--- config.mk ---
export PLATFORM = sky130hd
export DESIGN_NAME = video_timing_gen
export DESIGN_NICKNAME = d
export VERILOG_FILES = /design/src/rtl/vtg_pkg.sv /design/src/rtl/vtg_div.sv /design/src/rtl/video_timing_gen.sv
export SDC_FILE = /design/constraint.sdc
export NUM_CORES = 1
export LEC_CHECK = 0
export ABC_AREA = 1
export BUFFER_PORTS_ARGS = -buffer_cell sky130_fd_sc_hd__buf_4
export CORE_MARGIN = 10
export CORE_UTILIZATION = 30
export CTS_BUF_LIST = sky130_fd_sc_hd__clkbuf_4
export CTS_CLUSTER_DIAMETER = 200
export DETAILED_ROUTE_END_ITERATION = 10
export GPL_TIMING_DRIVEN = 0
export RECOVER_POWER = 50
export SLEW_MARGIN = 20
export SYNTH_ARGS = -nofsm -noshare
export SYNTH_HDL_FRONTEND = slang
export SYNTH_SLANG_ARGS = --single-unit
export TNS_END_PERCENT = 100
--- constraint.sdc ---
create_clock -name MCLK -period 3.35 [get_ports MCLK]
set_input_delay 0.8375 -clock MCLK [delete_from_list [all_inputs] [get_ports MCLK]]
set_output_delay 0.8375 -clock MCLK [all_outputs]
set_load 0.01 [all_outputs]
--- src/rtl/vtg_pkg.sv ---
// rtl/vtg_pkg.sv - shared raster timing constants, widths and decode helpers
package vtg_pkg;

   localparam int VTG_CLK_DIV   = 8;
   localparam int VTG_H_TOTAL   = 384;
   localparam int VTG_H_VISIBLE = 256;
   localparam int VTG_HS_START  = 304;
   localparam int VTG_HS_WIDTH  = 32;
   localparam int VTG_V_TOTAL   = 262;
   localparam int VTG_V_VISIBLE = 232;
   localparam int VTG_VS_START  = 244;
   localparam int VTG_VS_WIDTH  = 3;

   localparam int HOFS_W = 4;
   localparam int VOFS_W = 3;
   localparam int CNT_W  = 9;
   localparam int CMP_W  = 10;

   typedef logic [CNT_W-1:0] cnt_t;
   typedef logic [CMP_W-1:0] cmp_t;

   typedef struct packed {
      logic hblk;
      logic vblk;
      logic hs;
      logic vs;
   } vtg_flags_t;

   function automatic cmp_t sext_hofs(input logic [HOFS_W-1:0] ofs);
      return {{(CMP_W-HOFS_W){ofs[HOFS_W-1]}}, ofs};
   endfunction

   function automatic cmp_t sext_vofs(input logic [VOFS_W-1:0] ofs);
      return {{(CMP_W-VOFS_W){ofs[VOFS_W-1]}}, ofs};
   endfunction

   // Start already includes the sign-extended offset, added modulo 2**CMP_W.
   function automatic logic in_window(input cnt_t pos, input cmp_t start, input cmp_t width);
      cmp_t p;
      p = cmp_t'(pos);
      return (p >= start) && (p < start + width);
   endfunction

endpackage

--- src/rtl/vtg_div.sv ---
// rtl/vtg_div.sv - master clock divider producing the one-cycle pixel clock enable
module vtg_div #(
   parameter int CLK_DIV = 8
) (
   input  logic clk_i,
   input  logic rst_ni,
   output logic pce_o
);

   localparam int DW = $clog2(CLK_DIV);
   localparam logic [DW-1:0] DIV_LAST = DW'(CLK_DIV - 1);

   logic [DW-1:0] div_q, div_d;
   logic          pce_q, pce_d;

   always_comb begin
      div_d = (div_q == DIV_LAST) ? '0 : div_q + 1'b1;
      pce_d = (div_q == DIV_LAST);
   end

   always_ff @(posedge clk_i or negedge rst_ni) begin
      if (!rst_ni) begin
         div_q <= '0;
         pce_q <= 1'b0;
      end else begin
         div_q <= div_d;
         pce_q <= pce_d;
      end
   end

   assign pce_o = pce_q;

endmodule

--- src/rtl/video_timing_gen.sv ---
// rtl/video_timing_gen.sv - raster counters, per-frame sync offset latch and sync/blank decode
module video_timing_gen
   import vtg_pkg::*;
#(
   parameter int CLK_DIV   = VTG_CLK_DIV,
   parameter int H_TOTAL   = VTG_H_TOTAL,
   parameter int H_VISIBLE = VTG_H_VISIBLE,
   parameter int HS_START  = VTG_HS_START,
   parameter int HS_WIDTH  = VTG_HS_WIDTH,
   parameter int V_TOTAL   = VTG_V_TOTAL,
   parameter int V_VISIBLE = VTG_V_VISIBLE,
   parameter int VS_START  = VTG_VS_START,
   parameter int VS_WIDTH  = VTG_VS_WIDTH
) (
   input  logic              MCLK,
   input  logic              RESET_N,
   input  logic [HOFS_W-1:0] HOFS,
   input  logic [VOFS_W-1:0] VOFS,
   output logic              PCE,
   output logic [CNT_W-1:0]  PH,
   output logic [CNT_W-1:0]  PV,
   output logic              HBLK,
   output logic              VBLK,
   output logic              HS,
   output logic              VS,
   output logic              FRAME
);

   localparam cnt_t H_LAST  = cnt_t'(H_TOTAL - 1);
   localparam cnt_t V_LAST  = cnt_t'(V_TOTAL - 1);
   localparam cnt_t H_VIS   = cnt_t'(H_VISIBLE);
   localparam cnt_t V_VIS   = cnt_t'(V_VISIBLE);
   localparam cmp_t HS_BASE = cmp_t'(HS_START);
   localparam cmp_t HS_LEN  = cmp_t'(HS_WIDTH);
   localparam cmp_t VS_BASE = cmp_t'(VS_START);
   localparam cmp_t VS_LEN  = cmp_t'(VS_WIDTH);

   logic              pce;
   logic              h_wrap, v_wrap;
   cnt_t              ph_q, ph_d;
   cnt_t              pv_q, pv_d;
   logic [HOFS_W-1:0] hofs_q, hofs_d;
   logic [VOFS_W-1:0] vofs_q, vofs_d;
   vtg_flags_t        flags_q, flags_d;
   logic              frame_q, frame_d;

   vtg_div #(
      .CLK_DIV (CLK_DIV)
   ) u_div (
      .clk_i  (MCLK),
      .rst_ni (RESET_N),
      .pce_o  (pce)
   );

   assign h_wrap = (ph_q == H_LAST);
   assign v_wrap = (pv_q == V_LAST);

   always_comb begin
      ph_d    = ph_q;
      pv_d    = pv_q;
      hofs_d  = hofs_q;
      vofs_d  = vofs_q;
      frame_d = 1'b0;
      if (pce) begin
         ph_d = h_wrap ? '0 : ph_q + 1'b1;
         if (h_wrap) begin
            pv_d = v_wrap ? '0 : pv_q + 1'b1;
         end
         // Offsets only move at the frame wrap so a frame never tears mid-scan.
         if (h_wrap && v_wrap) begin
            hofs_d  = HOFS;
            vofs_d  = VOFS;
            frame_d = 1'b1;
         end
      end
   end

   // Decoding the next-state counters keeps the flags on the same edge as PH/PV.
   always_comb begin
      flags_d      = '0;
      flags_d.hblk = (ph_d >= H_VIS);
      flags_d.vblk = (pv_d >= V_VIS);
      flags_d.hs   = in_window(ph_d, HS_BASE + sext_hofs(hofs_d), HS_LEN);
      flags_d.vs   = in_window(pv_d, VS_BASE + sext_vofs(vofs_d), VS_LEN);
   end

   always_ff @(posedge MCLK or negedge RESET_N) begin
      if (!RESET_N) begin
         ph_q    <= '0;
         pv_q    <= '0;
         hofs_q  <= '0;
         vofs_q  <= '0;
         flags_q <= '0;
         frame_q <= 1'b0;
      end else begin
         ph_q    <= ph_d;
         pv_q    <= pv_d;
         hofs_q  <= hofs_d;
         vofs_q  <= vofs_d;
         flags_q <= flags_d;
         frame_q <= frame_d;
      end
   end

   assign PCE   = pce;
   assign PH    = ph_q;
   assign PV    = pv_q;
   assign HBLK  = flags_q.hblk;
   assign VBLK  = flags_q.vblk;
   assign HS    = flags_q.hs;
   assign VS    = flags_q.vs;
   assign FRAME = frame_q;

endmodule

==> results of run 1 <==
-- flip-flops by register name, indices dropped and copies added (netlist names) --
signal and cells:
PV 9, PH 8, hofs_q 4, u_div.div_q 3
vofs_q 3, FRAME 1, HBLK 1, HS 1
VBLK 1, VS 1, u_div.pce_o 1
-- metal layers --
| layer | wire [um] | global-route usage [%] | vias to the layer above |
|---|---|---|---|
| met5 | 0 | 0 | - |
| met4 | 75 | 3.254 | 0 |
| met3 | 272 | 3.619 | 7 |
| met2 | 2222 | 16.00 | 23 |
| met1 | 1961 | 10.49 | 757 |
| li1 | - | - | 903 |
-- worst max path at each step --
stage,startpoint,slack (ns),endpoint,cells past startpoint
after floorplan,PH[0],0.94,VS,17
after global placement,PH[0],0.72,HS,17
after detailed placement,PH[0],0.68,VS,17
after CTS,PH[0],0.66,VS,17
after global routing,PH[0],0.19,HS,17
final,PH[0],0.54,VS,17
-- worst max-delay path: stages, from the launching register on --
cell,delay [ns]
dfrtp_1,0.43
ha_1,0.21
nand2_1,0.13
nor2_4,0.16
nand4_1,0.21
buf_6,0.22
nor2_1,0.20
inv_1,0.06
o22ai_1,0.25
ha_1,0.28
o21ai_0,0.08
nand2_1,0.07
a21oi_1,0.14
nand2_1,0.07
nand3_1,0.07
nor2_1,0.05
nand2_1,0.05
inv_1,0.03
-- logic make-up after synthesis --
kind of cell | share of synthesized area, %
and+or+nand+nor | 28.10
buffers and inverters | 12.09
DFF | 40.32
AOI/OAI and AO/OA | 8.431
adders and majority gates | 9.774
xor gates and xnor gates | 1.283
-- layout make-up --
cell class                      instances  area (um2)  share of cell area [%]
Multi-Input combinational cell        173       957.2                   39.51
Buffer                                  4       37.54                   1.550
Sequential cell                        33       825.8                   34.09
Clock inverter                          3       17.52                  0.7231
Clock buffer                            5       37.54                   1.550
Tap cell                               80       100.1                   4.132
Inverter                               56       210.2                   8.678
Timing Repair Buffer                   32       236.5                   9.762
-- through the flow --
stage,util [%],setup slack (ns),instances,hold WS (ns),cell area [um2]
6_report,36.05,0.5410,386,0.4448,2422
2_1_floorplan,-,0.9415,266,0.4031,2048
4_1_cts,36.37,0.6648,386,0.4281,2444
3_5_place_dp,35.55,0.6838,378,0.4282,2389
3_3_place_gp,35.55,0.7153,378,0.4181,2389
5_1_grt,36.05,0.1892,386,0.4895,2422
-- report_power, final --
group / total, uW / switching, uW / internal (uW)
Combinational: 15.4 / 9.66 / 5.76
Sequential: 398 / 0 / 398
Clock: 226 / 146 / 79.5
Total: 639 / 156 / 483
-- cell usage after synthesis (2+ instances only) --
library cell  count
a21oi_1           8
buf_4             2
buf_6             2
dfrtp_1          33
ha_1             16
inv_1            53
inv_2             3
nand2_1          64
nand2_2           5
nand3_1          18
nand4_1           2
nor2_1           25
nor2_2            4
nor2_4            3
nor3_1            2
o21ai_0          12
o21bai_1          3
xor2_1            3
==> impl_metrics.toml, run 1 <==
[critical_path]
timing.rr.start = "PH[0]"
crit_type = "flop to flop"
cp_max_fo = 10
critPathCaptureType = "flop"
rr_endpoint = "VS"
reg2reg_slack_ns = 0.54
critPathRequiredTime_ns = 3.60
rr_worst_depth = 17
worst_ep_arrival_time_ns = 3.05
worst_setup_path_start_kind = "flop"

[detailed_routing]
drcViolationCount = 0
first_pass_iters = 4
wl_per_cell_um = 11.74
drt_iter0_drc = 32
vias_per_cell = 4.378
postRouteAntennaNets = 0
routed_wl_um = 4531
dr_total_vias = 1690

[cts]
path_clk_slew_ns = 0.11
cts_buffers = 5
h-tree-depth = 2
clock-sinks = 33
clockRootBuffer = "clkbuf_4"
ctsResizeCount = 0
cts_max_path_buffers = 2
hold_buffers = 0
cts_tree = "yes"
insertion_delay_ns = 0.34
cts_setup_buffers = 0

[die]
die_x_um = 102.6
rows = 30
io_pins = 33
die-area_um2 = 10530
start_util_pct = 30.48
dieHeight_um = 102.6
core_um2 = 6719

[status]
status = "finished, violations left"
violations = "max-capacitance violations, max-slew violations"

[final_layout]
synthToLayoutAreaGrowth_pct = 18.26
n_antenna_cell = 0
final_cell_mix = "nand2_1 (65), inv_1 (53), dfrtp_1 (33), buf_4 (33), nor2_1 (25)"
layout_commonest_cell = "nand2_1"
drive_gt1_share_pct = 19.61
fin_nets = 330
fillers = 711

[synth]
syn_nets = 291
synth_area_per_cell_um2 = 7.700
ys_seq_elements = 33
syn_area_um2 = 2048
yosysUniqueCellTypes = 26
synth_top_area_cell = "dfrtp_1"
synthCells = 266
yosysWarnings = 0
netlist.area_leader.share_pct = 40.32
synth_area_leaders = "dfrtp_1 (40%), nand2_1 (12%), ha_1 (9.8%)"
synth-edff-count = 0
yosysSeqAreaShare_pct = 40.32
async_reset_ff_share_pct = 100.0
postSynth.topFlopCell = "dfrtp_1"

[timing]
fin_crit_ns = 2.809
fin_skew_ns = 0.01545
worstMarginPinSlew_ns = 1.765
hold_viol = 0
setup_violations = 0
slew_violations = 34
max_freq_ghz = 0.3560
maxSlewHeadroom_pct = -17.68
rsz0062_at_grt = "false"
setup-tns-final_ns = 0
fin_crit_sh_pct = 83.85

[worst_hold_path]
hold_start = "u_div.div_q[0]"
hp-class = "flop to flop"
hold_end = "u_div.div_q[0]"
hold-path-cell-count = 1

[placement]
dp_hpwl_um = 3653
io_buffers = 32
globalplace.congestion = 0.9235

[power]
power_uw = 639.1
powerDensity_nw_per_um2 = 263.9
peakVddDrop_v = 0.00009096
p_leak_uw = 0.001351

[global_route]
grt_pass1_vias = 1678
grt_overflow = 0
grt_usage_pct = 9.407
antenna_found_initial = 0
grt_pass1_wl_um = 7859
grt_max_degree = 34

[flow_run]
maxCapViolCount = 1
Note: power is estimated with default switching activity, not from simulation.
==> inputs of run 2 (changes only) <==
clock period = 2.71 ns   (was 3.35 ns; I/O delays follow)
==> run 2 against run 1 <==
  * The run still ends with max-capacitance violations, max-slew violations left
  * Hold slack hardly changed
  * Worst setup slack worse by 0.31 ns
  * Non-clock buffer count is 11 higher
  * Design area is 7.6% higher
  * Power is 24% higher
  * Core utilization is 2.8 points higher
  * Final cell count is 2.8% higher
  * Clock-buffer cell count stayed put
  * Die area stayed put
  * Via count is 3.8% higher
==> impl_metrics.toml, run 2 (synthesis gave the netlist of run 1 again) <==
[final_layout]
fin_area_um2 = 2608
multi_input_area_um2 = 1054
fillers = 690
final_cell_mix = "nand2_1 (63), inv_1 (52), buf_4 (44)"
layout_commonest_cell = "nand2_1"
synthToLayoutAreaGrowth_pct = 27.31
n_antenna_cell = 0
fin_nets = 341
drive_gt1_share_pct = 27.13
seq_area_um2 = 828.3
largest_reg_flops = 9

[die]
io_pins = 33
rows = 30
start_util_pct = 30.48
dieHeight_um = 102.6
die-area_um2 = 10530
core_um2 = 6719
die_x_um = 102.6

[timing]
fin_hold_ws_ns = 0.4452
fin_crit_ns = 2.475
max_freq_ghz = 0.4041
slew_violations = 34
fin_skew_ns = 0.01840
maxSlewHeadroom_pct = -20.56
setup_ws_ns = 0.2351
worstMarginPinSlew_ns = 1.808
setup_violations = 0
hold_viol = 0
fin_crit_sh_pct = 91.33

[global_route]
grt_usage_pct = 9.407
grt_max_degree = 34
antenna_found_initial = 0
grt_pass1_wl_um = 7859
grt_pass1_vias = 1678
grt_overflow = 0

[cts]
path_clk_slew_ns = 0.12
h-tree-depth = 2
cts_buffers = 5
cts_max_path_buffers = 2
hold_buffers = 0
clockRootBuffer = "clkbuf_4"
clock-sinks = 33
insertion_delay_ns = 0.35
cts_tree = "yes"

[power]
peakVddDrop_v = 0.0001134
powerDensity_nw_per_um2 = 304.5
p_leak_uw = 0.001432
power_uw = 794.1

[detailed_routing]
postRouteAntennaNets = 0
vias_per_cell = 4.421
routed_wl_um = 4710
drcViolationCount = 0
first_pass_iters = 4
dr_total_vias = 1755
drt_iter0_drc = 52
wl_per_cell_um = 11.86

[flow_run]
maxCapViolCount = 1

[critical_path]
cp_cell_sequence = "ha_4 > nand2_4 > nor2_4 > nand4_4 > buf_6 > nor2_1 > inv_1 > o22ai_2 > ha_1 > o21ai_1 > nand2_1 > a21oi_1 > nand2_1 > nand3_1 > nor2_1 > nand2_1 > inv_1"
crit_slowest_cell = "dfrtp_1"
critPathCaptureType = "flop"
critPathMostFrequentCell = "nand2_1"
critPathRequiredTime_ns = 2.96
worst_ep_arrival_time_ns = 2.72
max_stage_delay_ns = 0.45
worst_setup_path_start_kind = "flop"
cp_max_fo = 10
crit_type = "flop to flop"

[status]
violations = "max-capacitance violations, max-slew violations"
status = "finished, violations left"

[placement]
globalplace.congestion = 0.9235
dp_hpwl_um = 3653
post_dp_cell_area_um2 = 2389
io_buffers = 32
preCtsSetupSlack_ns = 0.04382

[worst_hold_path]
hp-class = "flop to flop"
## run 2: changes by cell type in the layout (fill, tap and decap cells not counted), moves of 3 or more
cell	delta
buf_4	+11
a21oi_1	-3
a21oi_2	+3
ha_1	-3
o21ai_0	-3
o21ai_1	+3
## run 2: area by class of cell
| cell class | count | share of cell area (%) |
|---|---|---|
| multi-input cells | 173 | 40.40 |
| clock inverters | 3 | 0.6718 |
| clock buffers | 5 | 1.440 |
| repair buffers | 43 | 12.24 |
| inverters | 56 | 8.205 |
| plain buffers | 4 | 1.440 |
| flip-flops and latches | 33 | 31.77 |
| well taps | 80 | 3.839 |
## run 2: stage by stage
stage | instances | utilization (%) | TNS [ns]
floorplan | 266 | - | 0
global placement | 378 | 35.55 | 0
detailed placement | 378 | 35.55 | 0
CTS | 386 | 36.37 | 0
global route | 397 | 38.81 | -0.01886
finish | 397 | 38.81 | 0
## run 2: where the power goes
| group | internal (uW) | leakage, uW | switching (uW) | total, uW |
|---|---|---|---|---|
| Combinational | 7.12 | 0.000961 | 12.2 | 19.3 |
| Clock | 98.2 | 0.0000326 | 184 | 283 |
| Sequential | 492 | 0.000438 | 0 | 492 |
## run 2: worst max-delay path, delay by kind of cell (launching register included)
kind	cells	cell delay, ns
compound gates	3	0.38
fa+ha+maj	2	0.43
buf+inv	3	0.30
simple gates	9	0.82
flops	1	0.45
## run 2: final timing paths
path / cells past startpoint / endpoint / slack, ns / start
worst max-delay path: 17 / VS / 0.24 / PH[0]
worst min-delay path: 1 / u_div.div_q[0] / 0.45 / u_div.div_q[0]
worst max register to register: 17 / VS / 0.24 / PH[0]
worst min register to register: 1 / u_div.div_q[0] / 0.45 / u_div.div_q[0]
max in group asynchronous: 1 / PV[5] / 0.74 / RESET_N
min in group asynchronous: 1 / u_div.div_q[1] / 0.80 / RESET_N
## run 2: layer usage
| metal | global-route usage, % | wire length (um) | vias to the layer above |
|---|---|---|---|
| li1 | - | - | 924 |
| met1 | 10.49 | 2013 | 803 |
| met3 | 3.619 | 269 | 7 |
| met5 | 0 | 0 | - |
| met4 | 3.254 | 79 | 0 |
| met2 | 16.00 | 2347 | 21 |
## run 2: timing repair
action	CTS	global route
setup endpoints to repair	0	2
resized for setup	0	21
buffers inserted	0	10
